<file path="src/rtl/dual_priority_pkg.sv">
// Shared constants, channel state encoding and code decode for the dual-grant arbiter.
package dual_priority_pkg;
  localparam int N_REQ  = 12;
  localparam int CODE_W = 4;

  typedef enum logic [1:0] {
    CH_IDLE = 2'd0,
    CH_BUSY = 2'd1,
    CH_GAP  = 2'd2
  } ch_state_e;

  // code k+1 -> bit k; code 0 (or out of range) -> all zero
  function automatic logic [N_REQ-1:0] code2onehot(input logic [CODE_W-1:0] code);
    logic [N_REQ-1:0] oh;
    oh = '0;
    for (int k = 0; k < N_REQ; k++)
      if (code == CODE_W'(k + 1)) oh[k] = 1'b1;
    return oh;
  endfunction
endpackage

</file>
<file path="src/rtl/rr_dual_pick.sv">
// Round-robin scan from ptr upward (wrapping) returning the first and second set candidates.
module rr_dual_pick
  import dual_priority_pkg::*;
(
  input  logic [N_REQ-1:0]  cand,
  input  logic [CODE_W-1:0] ptr,
  output logic              first_vld,
  output logic [CODE_W-1:0] first_idx,
  output logic              second_vld,
  output logic [CODE_W-1:0] second_idx
);
  always_comb begin
    first_vld  = 1'b0;
    first_idx  = '0;
    second_vld = 1'b0;
    second_idx = '0;
    for (int i = 0; i < N_REQ; i++) begin
      logic [CODE_W:0]   sum;
      logic [CODE_W-1:0] idx;
      sum = {1'b0, ptr} + (CODE_W+1)'(i);
      idx = (sum >= (CODE_W+1)'(N_REQ)) ? CODE_W'(sum - (CODE_W+1)'(N_REQ)) : sum[CODE_W-1:0];
      if (cand[idx]) begin
        if (!first_vld) begin
          first_vld = 1'b1;
          first_idx = idx;
        end else if (!second_vld) begin
          second_vld = 1'b1;
          second_idx = idx;
        end
      end
    end
  end
endmodule

</file>
<file path="src/rtl/dual_grant_arbiter.sv">
// Two-channel round-robin arbiter: per-channel IDLE/BUSY/GAP, hold limit, registered grants.
module dual_grant_arbiter
  import dual_priority_pkg::*;
#(
  parameter int MAX_HOLD = 15
) (
  input  logic              i_clk,
  input  logic              i_reset,
  input  logic [N_REQ-1:0]  i_req,
  output logic [N_REQ-1:0]  o_gnt_a,
  output logic [N_REQ-1:0]  o_gnt_b,
  output logic [CODE_W-1:0] o_code_a,
  output logic [CODE_W-1:0] o_code_b
);
  ch_state_e                  state_q [2];
  ch_state_e                  state_d [2];
  logic [1:0][CODE_W-1:0]     code_q, code_d;
  logic [1:0][7:0]            cnt_q, cnt_d;
  logic [1:0][N_REQ-1:0]      gnt_q;
  logic [CODE_W-1:0]          ptr_q, ptr_d;

  logic [N_REQ-1:0]  cand;
  logic              first_vld, second_vld;
  logic [CODE_W-1:0] first_idx, second_idx;

  // current holders stay masked on their release edge so they cannot hop channels
  assign cand = i_req & ~(code2onehot(code_q[0]) | code2onehot(code_q[1]));

  rr_dual_pick u_pick (
    .cand       (cand),
    .ptr        (ptr_q),
    .first_vld  (first_vld),
    .first_idx  (first_idx),
    .second_vld (second_vld),
    .second_idx (second_idx)
  );

  always_comb begin
    logic [1:0]        idle, forced;
    logic              granted;
    logic [CODE_W-1:0] last;
    state_d = state_q;
    code_d  = code_q;
    cnt_d   = cnt_q;
    ptr_d   = ptr_q;
    idle    = '0;
    forced  = '0;
    granted = 1'b0;
    last    = '0;

    for (int c = 0; c < 2; c++) begin
      case (state_q[c])
        CH_BUSY: begin
          if ((i_req & code2onehot(code_q[c])) == '0 || cnt_q[c] == 8'(MAX_HOLD)) begin
            forced[c]  = ((i_req & code2onehot(code_q[c])) != '0);
            state_d[c] = CH_GAP;
            code_d[c]  = '0;
            cnt_d[c]   = '0;
          end else begin
            cnt_d[c] = cnt_q[c] + 8'd1;
          end
        end
        CH_GAP:  state_d[c] = CH_IDLE;
        default: idle[c] = 1'b1;
      endcase
    end

    if (idle[0] && first_vld) begin
      state_d[0] = CH_BUSY;
      code_d[0]  = first_idx + 4'd1;
      cnt_d[0]   = 8'd1;
      granted    = 1'b1;
      last       = first_idx;
      if (idle[1] && second_vld) begin
        state_d[1] = CH_BUSY;
        code_d[1]  = second_idx + 4'd1;
        cnt_d[1]   = 8'd1;
        last       = second_idx;
      end
    end else if (idle[1] && first_vld) begin
      state_d[1] = CH_BUSY;
      code_d[1]  = first_idx + 4'd1;
      cnt_d[1]   = 8'd1;
      granted    = 1'b1;
      last       = first_idx;
    end

    // code == index+1, so the slot after a released holder is its code mod N_REQ
    if (granted)
      ptr_d = (last == CODE_W'(N_REQ - 1)) ? '0 : last + 4'd1;
    else if (forced[0])
      ptr_d = (code_q[0] == CODE_W'(N_REQ)) ? '0 : code_q[0];
    else if (forced[1])
      ptr_d = (code_q[1] == CODE_W'(N_REQ)) ? '0 : code_q[1];
  end

  always_ff @(posedge i_clk) begin
    if (i_reset) begin
      for (int c = 0; c < 2; c++) state_q[c] <= CH_IDLE;
      code_q <= '0;
      cnt_q  <= '0;
      gnt_q  <= '0;
      ptr_q  <= '0;
    end else begin
      for (int c = 0; c < 2; c++) begin
        state_q[c] <= state_d[c];
        gnt_q[c]   <= code2onehot(code_d[c]);
      end
      code_q <= code_d;
      cnt_q  <= cnt_d;
      ptr_q  <= ptr_d;
    end
  end

  assign o_gnt_a  = gnt_q[0];
  assign o_gnt_b  = gnt_q[1];
  assign o_code_a = code_q[0];
  assign o_code_b = code_q[1];
endmodule

</file>
<file path="config.mk">
export PLATFORM = sky130hd
export DESIGN_NAME = dual_grant_arbiter
export DESIGN_NICKNAME = d
export VERILOG_FILES = /design/src/rtl/dual_priority_pkg.sv /design/src/rtl/rr_dual_pick.sv /design/src/rtl/dual_grant_arbiter.sv
export SDC_FILE = /design/constraint.sdc
export NUM_CORES = 1
export LEC_CHECK = 0
export ABC_AREA = 1
export CAP_MARGIN = 20
export CORE_MARGIN = 4
export CORE_UTILIZATION = 60
export DETAILED_ROUTE_END_ITERATION = 12
export GPL_ROUTABILITY_DRIVEN = 0
export HOLD_SLACK_MARGIN = 0.02
export MAX_ROUTING_LAYER = met4
export PLACE_DENSITY = 0.81
export REMOVE_ABC_BUFFERS = 1
export SLEW_MARGIN = 20
export SYNTH_ARGS = -nofsm -noshare
export SYNTH_HDL_FRONTEND = slang
export SYNTH_SLANG_ARGS = --single-unit
</file>
<file path="constraint.sdc">
create_clock -name i_clk -period 6.3 [get_ports i_clk]
set_clock_uncertainty 0.2 [all_clocks]
set_input_delay 1.26 -clock i_clk [delete_from_list [all_inputs] [get_ports i_clk]]
set_output_delay 1.26 -clock i_clk [all_outputs]
set_load 0.01 [all_outputs]
</file>
## Word-level counts from Yosys, hierarchy flattened

Index checks and enable logic that the tools add are counted.

- Add/sub/neg operators: 28
- $lt $le $gt $ge: 24
- Eq/ne operators: 57
- Mux-type cells: 286
- Bitwise operators: 7
- Reductions and logical operators: 18

Operators with widths:

| operator | count |
|---|---|
| 2-to-1 mux 4 bit | 84 |
| 2-to-1 mux 1 bit | 177 |
| equality test 4 bit (second input constant) | 21 |
| equality test 4 x 3 -> 1 bit (second input constant) | 16 |
| AND 12 bit | 5 |
| less-than comparator 4 x 5 -> 1 bit (second input constant) | 12 |
| >= comparator 5 x 4 -> 1 bit (second input constant) | 11 |
| binary-select mux 1 bit (select 4 bit) | 12 |
| 2-to-1 mux 8 bit | 6 |
| subtractor 4 bit (second input constant) | 12 |
| equality test 4 x 2 -> 1 bit (second input constant) | 8 |
| logical NOT 12 bit | 2 |
| nonzero test 12 bit | 2 |
| adder 4 x 3 -> 5 bit (second input constant) | 4 |
| adder 4 x 4 -> 5 bit (second input constant) | 4 |
| adder 8 x 1 -> 8 bit (second input constant) | 2 |
| equality test 4 x 1 -> 1 bit (second input constant) | 4 |
| equality test 8 x 4 -> 1 bit (second input constant) | 2 |
| adder 4 x 1 -> 4 bit (second input constant) | 3 |
| NOT 12 bit | 1 |
| bitwise OR 12 bit | 1 |
| adder 4 x 2 -> 5 bit (second input constant) | 2 |
| 2-to-1 mux 2 bit | 5 |
| one-hot mux 2 bit (2 select lines) | 2 |
| other kinds (12) | 22 |

- Register bits: 56
- Input port bits: 14
- Output and inout bits: 32
- Word-level logic and storage cells: 431

## Depth between registers and ports, before layout

Gate-level depths: netlist of run 1.

- Depth after elaboration: 45
- Gate-level depth with buffers: 44
- Mapped depth without buffers: 42

## Hierarchy

A second synthesis of run 1 with hierarchy kept.

- Cells, all modules: 1,068
- Area total of the unflattened synthesis: 6,184.7 um^2

By module, submodules not included:

| module | instances | cells each | area an instance (um^2) |
|---|---|---|---|
| dual_grant_arbiter | 1 | 445 | 3,120.5 |
| rr_dual_pick | 1 | 623 | 3,064.2 |

## Least setup slack after synthesis of run 1

Ideal clock, no wire load.

- Kind: register to register
- Start: register ptr_q[1]
- End: register gnt_q (netlist bit o_gnt_b[11])
- Arrival time: 4,523 ps
- Path slack: 1,507 ps
- Stages on the path, launching flop included: 40
- Path buffers: 2
- Period minus slack after synthesis: 4,793 ps
- Path through: dfxtp_1 > buf_2 > inv_1 > buf_2 > ha_1 > nand2_1 > nand2_1 > xor2_1 > inv_1 > ha_1 > nand2_1 > nand2_1 > nor2_1 > o21ai_1 > o211ai_1 > nand2_1 > nor2_4 > nand2_2 > [... 4 more ...] > nor2_4 > nand2_1 > nor2_1 > inv_2 > nand2_2 > nand2_2 > nand2_4 > nand2_2 > nand2_1 > nand2_1 > nand2_2 > inv_4 > ha_1 > nand2_2 > nand3_2 > nor2_1 > nand3_1 > a21oi_1

- Longest elaborated chain between the ends: 42
- Elaborated cells on any way between the ends: 170
- Those cells by class: add/sub (25); order compare (12); eq/ne (1); mux (129); reduce/logical (3)

RTL lines:

| item | RTL line | RTL |
|---|---|---|
| from (decl) | dual_grant_arbiter.sv:20 | `logic [CODE_W-1:0] ptr_q, ptr_d;` |
| from (signal assigned) | dual_grant_arbiter.sv:111 | `ptr_q <= ptr_d;` |
| branches (longest 39 deep; another with adder 4 x 1 -> 5 bit) | -- |  |
| 2-to-1 mux 4 bit (*) | dual_grant_arbiter.sv:68 | `if (idle[0] && first_vld) begin` |
| equality test 4 bit (*) | dual_priority_pkg.sv:17 | `if (code == CODE_W'(k + 1)) oh[k] = 1'b1;` |
| 2-to-1 mux 1 bit (*) | dual_priority_pkg.sv:17 |  |
| to (signal, indexed assignment) | dual_grant_arbiter.sv:107 | `gnt_q[c] <= code2onehot(code_d[c]);` |
| to (decl) | dual_grant_arbiter.sv:19 | `logic [1:0][N_REQ-1:0] gnt_q;` |

Mark *: on every way between the ends. The select of a mux whose other input is x is not followed.
A chain may end at the register's enable or synchronous reset.

## Worst setup path in the final report of run 1

- Start: register ptr_q[2]
- End: register gnt_q (netlist bit o_gnt_b[11])

The elaborated chain is that of the path after synthesis.

==> results.md, run 1 <==
* Dominant combinational cell family by area after synthesis: simple AND/OR/NAND/NOR gates
* Final-report setup violation count at 0
* DRC violation count after routing at 0
* Largest fanout on the critical path at 10
* Sum of overflow across all layers after global routing at 0
* Via density per instance at 5.860
* Die Width at 105.1 um
* Later-pin clock latency in the skew report at 0.32 ns
* Compound-gate portion of the synthesized area at 15.27%
* I/O pin count at 46
* Number of antenna violations at the first check in global routing at 0
* Top-area cell type share of the netlist area at 19.83%
* Placement row count at 35
* Count of state elements after synthesis at 56
* Result of the run: finished, final reports clean
* Transition time at the pin with the least slew margin at 0.8833 ns
* Number of nets at the end of the flow at 1018
* Most used cell, CP: nand2_1
* Initial core utilization at 61.48%
* Count of non-filler cells in the finished layout at 1083
* Yosys warning total at 0
* Most common cell in the synthesized netlist: nand2_1
* EDFF count, synth at 0
* Post-CTS clock slew at the launch and capture registers of the worst setup and hold paths at 0.12 ns
* TritonCTS clock tree: built
* Total die area at 0.01104 mm2
* Max capacitance violation total at 0
* Chip height at 105.1 um
* Remaining antenna violation count after routing at 0
* Final Critical Period at 5.416 ns
* Critical path data required time at 6.36 ns
* Final hold viol count at 0
* Tot GR Track Use at 29.96%
* Xor and xnor area share after synthesis at 3.983%
* Post-Synth Simple-Gate Area at 42.86%
* Master of the slowest instance on the critical path: dfxtp_1
* Mapped Avg Cell Area at 6.073 um2
* Area share of fa/ha/maj cells after synthesis at 7.303%
* Mapped Cells at 931
* Clock buffers created by TritonCTS at 5
* Multiplexer area fraction after synthesis at 0%
* Core area at 0.009196 mm2
* Post-CTS sizing at 0
* Main synth FF type: dfxtp_1
* Arrival time worst endpoint at 5.48 ns
* Clock Tree Root: clkbuf_8
* Post-route setup TNS at 0 ns
* Area added between synthesis and finish at 11.35%
* Unrepaired setup endpoints after global routing: false
* Share of the yosys chip area belonging to registers at 19.83%
* Post-synth top area cell: dfxtp_1
* Pre-antenna DRT Iters at 5
* Proportion of synthesized flip-flops having asynchronous set or reset at 0%
* Number of cells in the design after placement at 1075
* Buffer count from post-CTS setup fixing at 0
* CTS max path bufs at 2
* Detailed-route via count at 6346
* Path category of the worst min-delay check: register to register
* Top cells by area, synth: dfxtp_1, nand2_1, nand3_1
* Number of antenna diodes at 0
* Synth cell count leaders: nand2_1, inv_1, nand3_1
* Average routed wire per standard cell at 15.20 um
* Crit share post-route at 85.96%
* First-pass GRT wire length at 26.85 mm
* Port Buffer Count at 45
* Critical Setup Path Class: register to register
* Maximum achievable frequency at 0.1846 GHz
* Vias in the first global route at 5690
* CP peak stage delay at 0.69 ns
* Cts-stage hold buffer count at 0
* Maximum number of pins on one net before global-route repair at 25
* Fraction of layout cells with a size suffix above 1 at 9.156%
* Worst Setup Start Kind: register
* Routed Wire Length at 16.47 mm
* H-tree lvl count at 2
* Total count of max-transition violations in the final report at 0
* Post-synth design cell area at 0.005654 mm2
* DPL Wire Length at 13.07 mm
* Relative slew slack at 40.93%
* Number of library cell types mapped by synthesis at 53
* Filler instances at 876
* Number of DRC markers after the initial detailed-route iteration at 506
* Critical path capture point type: register
* Clock sink count at 56
metrics by stage:
stage	hold slack [ns]	worst slack, ns	util (%)	instance area [um2]
2_1_floorplan	0.2688	1.254	-	5588
3_3_place_gp	0.2879	0.9414	67.42	6200
3_5_place_dp	0.2971	0.8945	67.42	6200
4_1_cts	0.3155	0.9595	68.46	6296
5_1_grt	0.3350	0.2887	68.46	6296
6_report	0.3136	0.8843	68.46	6296
worst max-delay path, delay by kind of cell, from the launching register on:
kind            cells  cell delay [ns]
fa+ha+maj           3             0.85
compound gates      3             0.45
buf+inv             6             0.49
simple gates       23             2.44
flops               1             0.69
xor+xnor            1             0.24
state kept, by name (all words and copies together), names as in the netlist:
register and flops:
o_gnt_b 12, ptr_q 4, o_gnt_a 12, o_code_a 4, cnt_q 16, state_q 4, o_code_b 4
path summary, 6_finish.rpt:
path / startpoint / to / slack, ns / depth (start not counted)
setup / recovery: ptr_q[2] / o_gnt_b[11] / 0.88 / 36
hold / removal: cnt_q[1] / cnt_q[1] / 0.31 / 2
setup reg to reg: ptr_q[2] / o_gnt_b[11] / 0.88 / 36
hold reg to reg: cnt_q[1] / cnt_q[1] / 0.31 / 2
placed cells by master (no fill, tap or decap), types with 5 or more instances in the layout:
master / netlist / routed
clkdlybuf4s50_1: 0 / 45
o211ai_1: 10 / 10
ha_1: 33 / 33
nand4_1: 21 / 21
o21ai_1: 9 / 9
inv_2: 18 / 18
nand3b_1: 5 / 5
nor2_1: 87 / 87
nor4_1: 12 / 12
o22ai_1: 18 / 18
nor2_4: 6 / 6
o21ai_0: 52 / 52
a21oi_1: 26 / 26
nand2_1: 237 / 237
nand2_2: 22 / 22
clkbuf_8: 0 / 5
xor2_1: 19 / 19
inv_1: 122 / 122
dfxtp_1: 56 / 56
nand3_2: 5 / 5
nand3_1: 100 / 100
layout make-up:
class                   count  area (um2)  area share (%)
flip-flops and latches     56        1121           17.81
clock buffers               5       68.82           1.093
well taps                 111       138.9           2.206
multi-input cells         717        3925           62.34
repair buffers             48       473.0           7.512
clock inverters             3       27.53          0.4372
inverters                 143       541.8           8.605
per-layer routing:
layer | global-route usage, % | share of wire (%) | up-vias
met5 | - | 0 | -
met1 | 40.57 | 44 | 2865
li1 | - | - | 3155
met2 | 47.16 | 45 | 290
met4 | 7.591 | 2.1 | 0
met3 | 4.200 | 9.0 | 36
kinds of logic (layout without fill, tap and decap cells):
group                      count (synthesis)  in the layout
xor gates and xnor gates                  24             24
DFF                                       56             56
AOI/OAI and AO/OA                        143            143
and+or+nand+nor                          517            517
adders and majority gates                 33             33
buffers and inverters                    158            199
Power of run 1 is not shown: default switching activity piles up to over one toggle a cycle in this logic, so the estimate is an artifact.
==> run 2: changes to the inputs <==
Settings changed: PLACE_DENSITY 0.81 to 0.82.
==> run 2 against run 1 <==
  * First-iteration DRC count grew 15%
  * Global-route usage grew 0.23 points
  * Critical path depth shrank 1
  * Die area is the same
  * Cell area grew 0.24%
  * Non-clock buffer count grew 2
  * Sequential share of layout area is essentially flat
  * Register-to-register slack lost 0.03 ns
  * Critical path type unchanged
  * Critical endpoint unchanged
  * Highest routed layer unchanged
==> results.md, run 2 (synthesized netlist as in run 1, its figures left out) <==
* CP peak stage delay at 0.67 ns (-0.02 ns)
* Detailed-route via count at 6260 (-1.4%)
* Remaining antenna violation count after routing at 0 (unchanged)
* Crit share post-route at 86.44% (+0.48 points)
* Final Critical Period at 5.446 ns (+0.03012 ns)
* Maximum number of pins on one net before global-route repair at 21 (-16%)
* Critical path capture point type: register
* Clock sink count at 56 (unchanged)
* Core area at 0.009196 mm2 (unchanged)
* Later-pin clock latency in the skew report at 0.32 ns (about the same)
* Worst reg-to-reg path cell count at 35 (-2.8%)
* Largest fanout on the critical path at 10 (unchanged)
* Relative slew slack at 39.48% (-1.4 points)
* Placement row count at 35 (unchanged)
* Worst setup path endpoint: o_gnt_b[11]
* Final hold viol count at 0 (unchanged)
* Sum of overflow across all layers after global routing at 0 (unchanged)
* Final design instance area without fill at 0.006311 mm2 (+0.24%)
* Final-report setup violation count at 0 (unchanged)
* DRC violation count after routing at 0 (unchanged)
* Initial core utilization at 61.48% (unchanged)
* Area added between synthesis and finish at 11.62%
* Transition time at the pin with the least slew margin at 0.9049 ns (+0.02167 ns)
* Post-CTS sizing at 0 (unchanged)
* Startpoint of the worst-slack reg-to-reg timing path: ptr_q[2]
* Unrepaired setup endpoints after global routing: false
* Arrival time worst endpoint at 5.49 ns (about the same)
* Flop-to-flop setup slack at 0.85 ns (-0.03 ns)
* Fraction of layout cells with a size suffix above 1 at 9.343% (+0.19 points)
* Average routed wire per standard cell at 15.00 um (-1.4%)
* Master of the slowest instance on the critical path: dfxtp_1
* Register name with the most flops: cnt_q
* Number of antenna diodes at 0 (unchanged)
* Critical Setup Path Class: register to register
* Tot GR Track Use at 30.19% (+0.23 points)
* TritonCTS clock tree: built
* Maximum achievable frequency at 0.1836 GHz (-0.55%)
* Worst Setup Start Kind: register
* Post-CTS clock slew at the launch and capture registers of the worst setup and hold paths at 0.11 ns (about the same)
* Port Buffer Count at 45 (unchanged)
* CTS max path bufs at 2 (unchanged)
* Vias in the first global route at 5820 (+2.3%)
* First-pass GRT wire length at 27.28 mm (+1.6%)
* DPL Wire Length at 13.10 mm (+0.22%)
* Pre-antenna DRT Iters at 5 (unchanged)
* Buffer count from post-CTS setup fixing at 0 (unchanged)
* Cts-stage hold buffer count at 0 (unchanged)
* Most used cells in the layout excluding fill and tap cells: nand2_1, inv_1, nand3_1
* Most common cell after layout, fill and taps aside: nand2_1
* Most used cell, CP: nand2_1
* Max reg flops at 16 (unchanged)
* Number of antenna violations at the first check in global routing at 0 (unchanged)
* Routed Wire Length at 16.27 mm (-1.2%)
* Result of the run: finished, final reports clean
* Number of nets at the end of the flow at 1020 (+0.20%)
* Placement Cell Area at 0.006215 mm2 (+0.24%)
* Path category of the worst min-delay check: register to register
* Post-route setup TNS at 0 ns (unchanged)
* Via density per instance at 5.770 (-1.5%)
* I/O pin count at 46 (unchanged)
* Number of DRC markers after the initial detailed-route iteration at 580 (+15%)
* Pre-CTS WS at 0.9647 ns (+0.07013 ns)
* Total count of max-transition violations in the final report at 0 (unchanged)
* Die Width at 105.1 um (unchanged)
* Origin of the worst setup path: ptr_q[2]
* Clock buffers created by TritonCTS at 5 (unchanged)
* Final setup margin at 0.8541 ns (-0.03012 ns)
* Capturing point of the worst reg2reg path: o_gnt_b[11]
* Clock Tree Root: clkbuf_8
* Total die area at 0.01104 mm2 (unchanged)
* Chip height at 105.1 um (unchanged)
* Max capacitance violation total at 0 (unchanged)
* Critical path data required time at 6.35 ns (about the same)
* H-tree lvl count at 2 (unchanged)
-- run 2: layout make-up --
cell class	count	area [um2]
clock buffer	5	68.82
clock inverter	3	27.53
fill	878	2885
inverter	143	541.8
multi-input combinational	717	3925
sequential	56	1121
tap	111	138.9
timing repair buffer	50	488.0
-- run 2: per-stage QoR --
stage	hold slack [ns]	utilization (%)	std cells
floorplan	0.2688	-	916
CTS	0.3129	68.63	1085
global route	0.3427	68.63	1085
detailed placement	0.2971	67.58	1077
global placement	0.2869	67.58	1077
finish	0.3133	68.63	1085
-- run 2: per-layer routing --
metal / GRT usage (%) / part of all wire (%) / vias to the layer above
met2: 46.75 / 44 / 271
li1: - / - / 3157
met1: 41.67 / 44 / 2786
met5: - / 0 / -
met4: 7.029 / 2.5 / 0
met3: 4.385 / 9.0 / 46
-- run 2: critical path: cells and delay by family, from the launching register on --
| family | cells | cell delay [ns] |
|---|---|---|
| simple gates | 26 | 2.47 |
| fa+ha+maj | 2 | 0.81 |
| compound gates | 3 | 0.58 |
| flops | 1 | 0.67 |
| buf+inv | 4 | 0.63 |
-- run 2: worst min path at each step --
stage	start	to	slack [ns]	cells past startpoint
after floorplan	state_q[3]	state_q[3]	0.27	2
after global placement	state_q[1]	state_q[1]	0.29	2
after detailed placement	cnt_q[1]	cnt_q[1]	0.30	2
after CTS	cnt_q[1]	cnt_q[1]	0.31	2
after global routing	state_q[1]	state_q[1]	0.34	2
final	cnt_q[1]	cnt_q[1]	0.31	2
Power of run 2 is left out for the same reason.
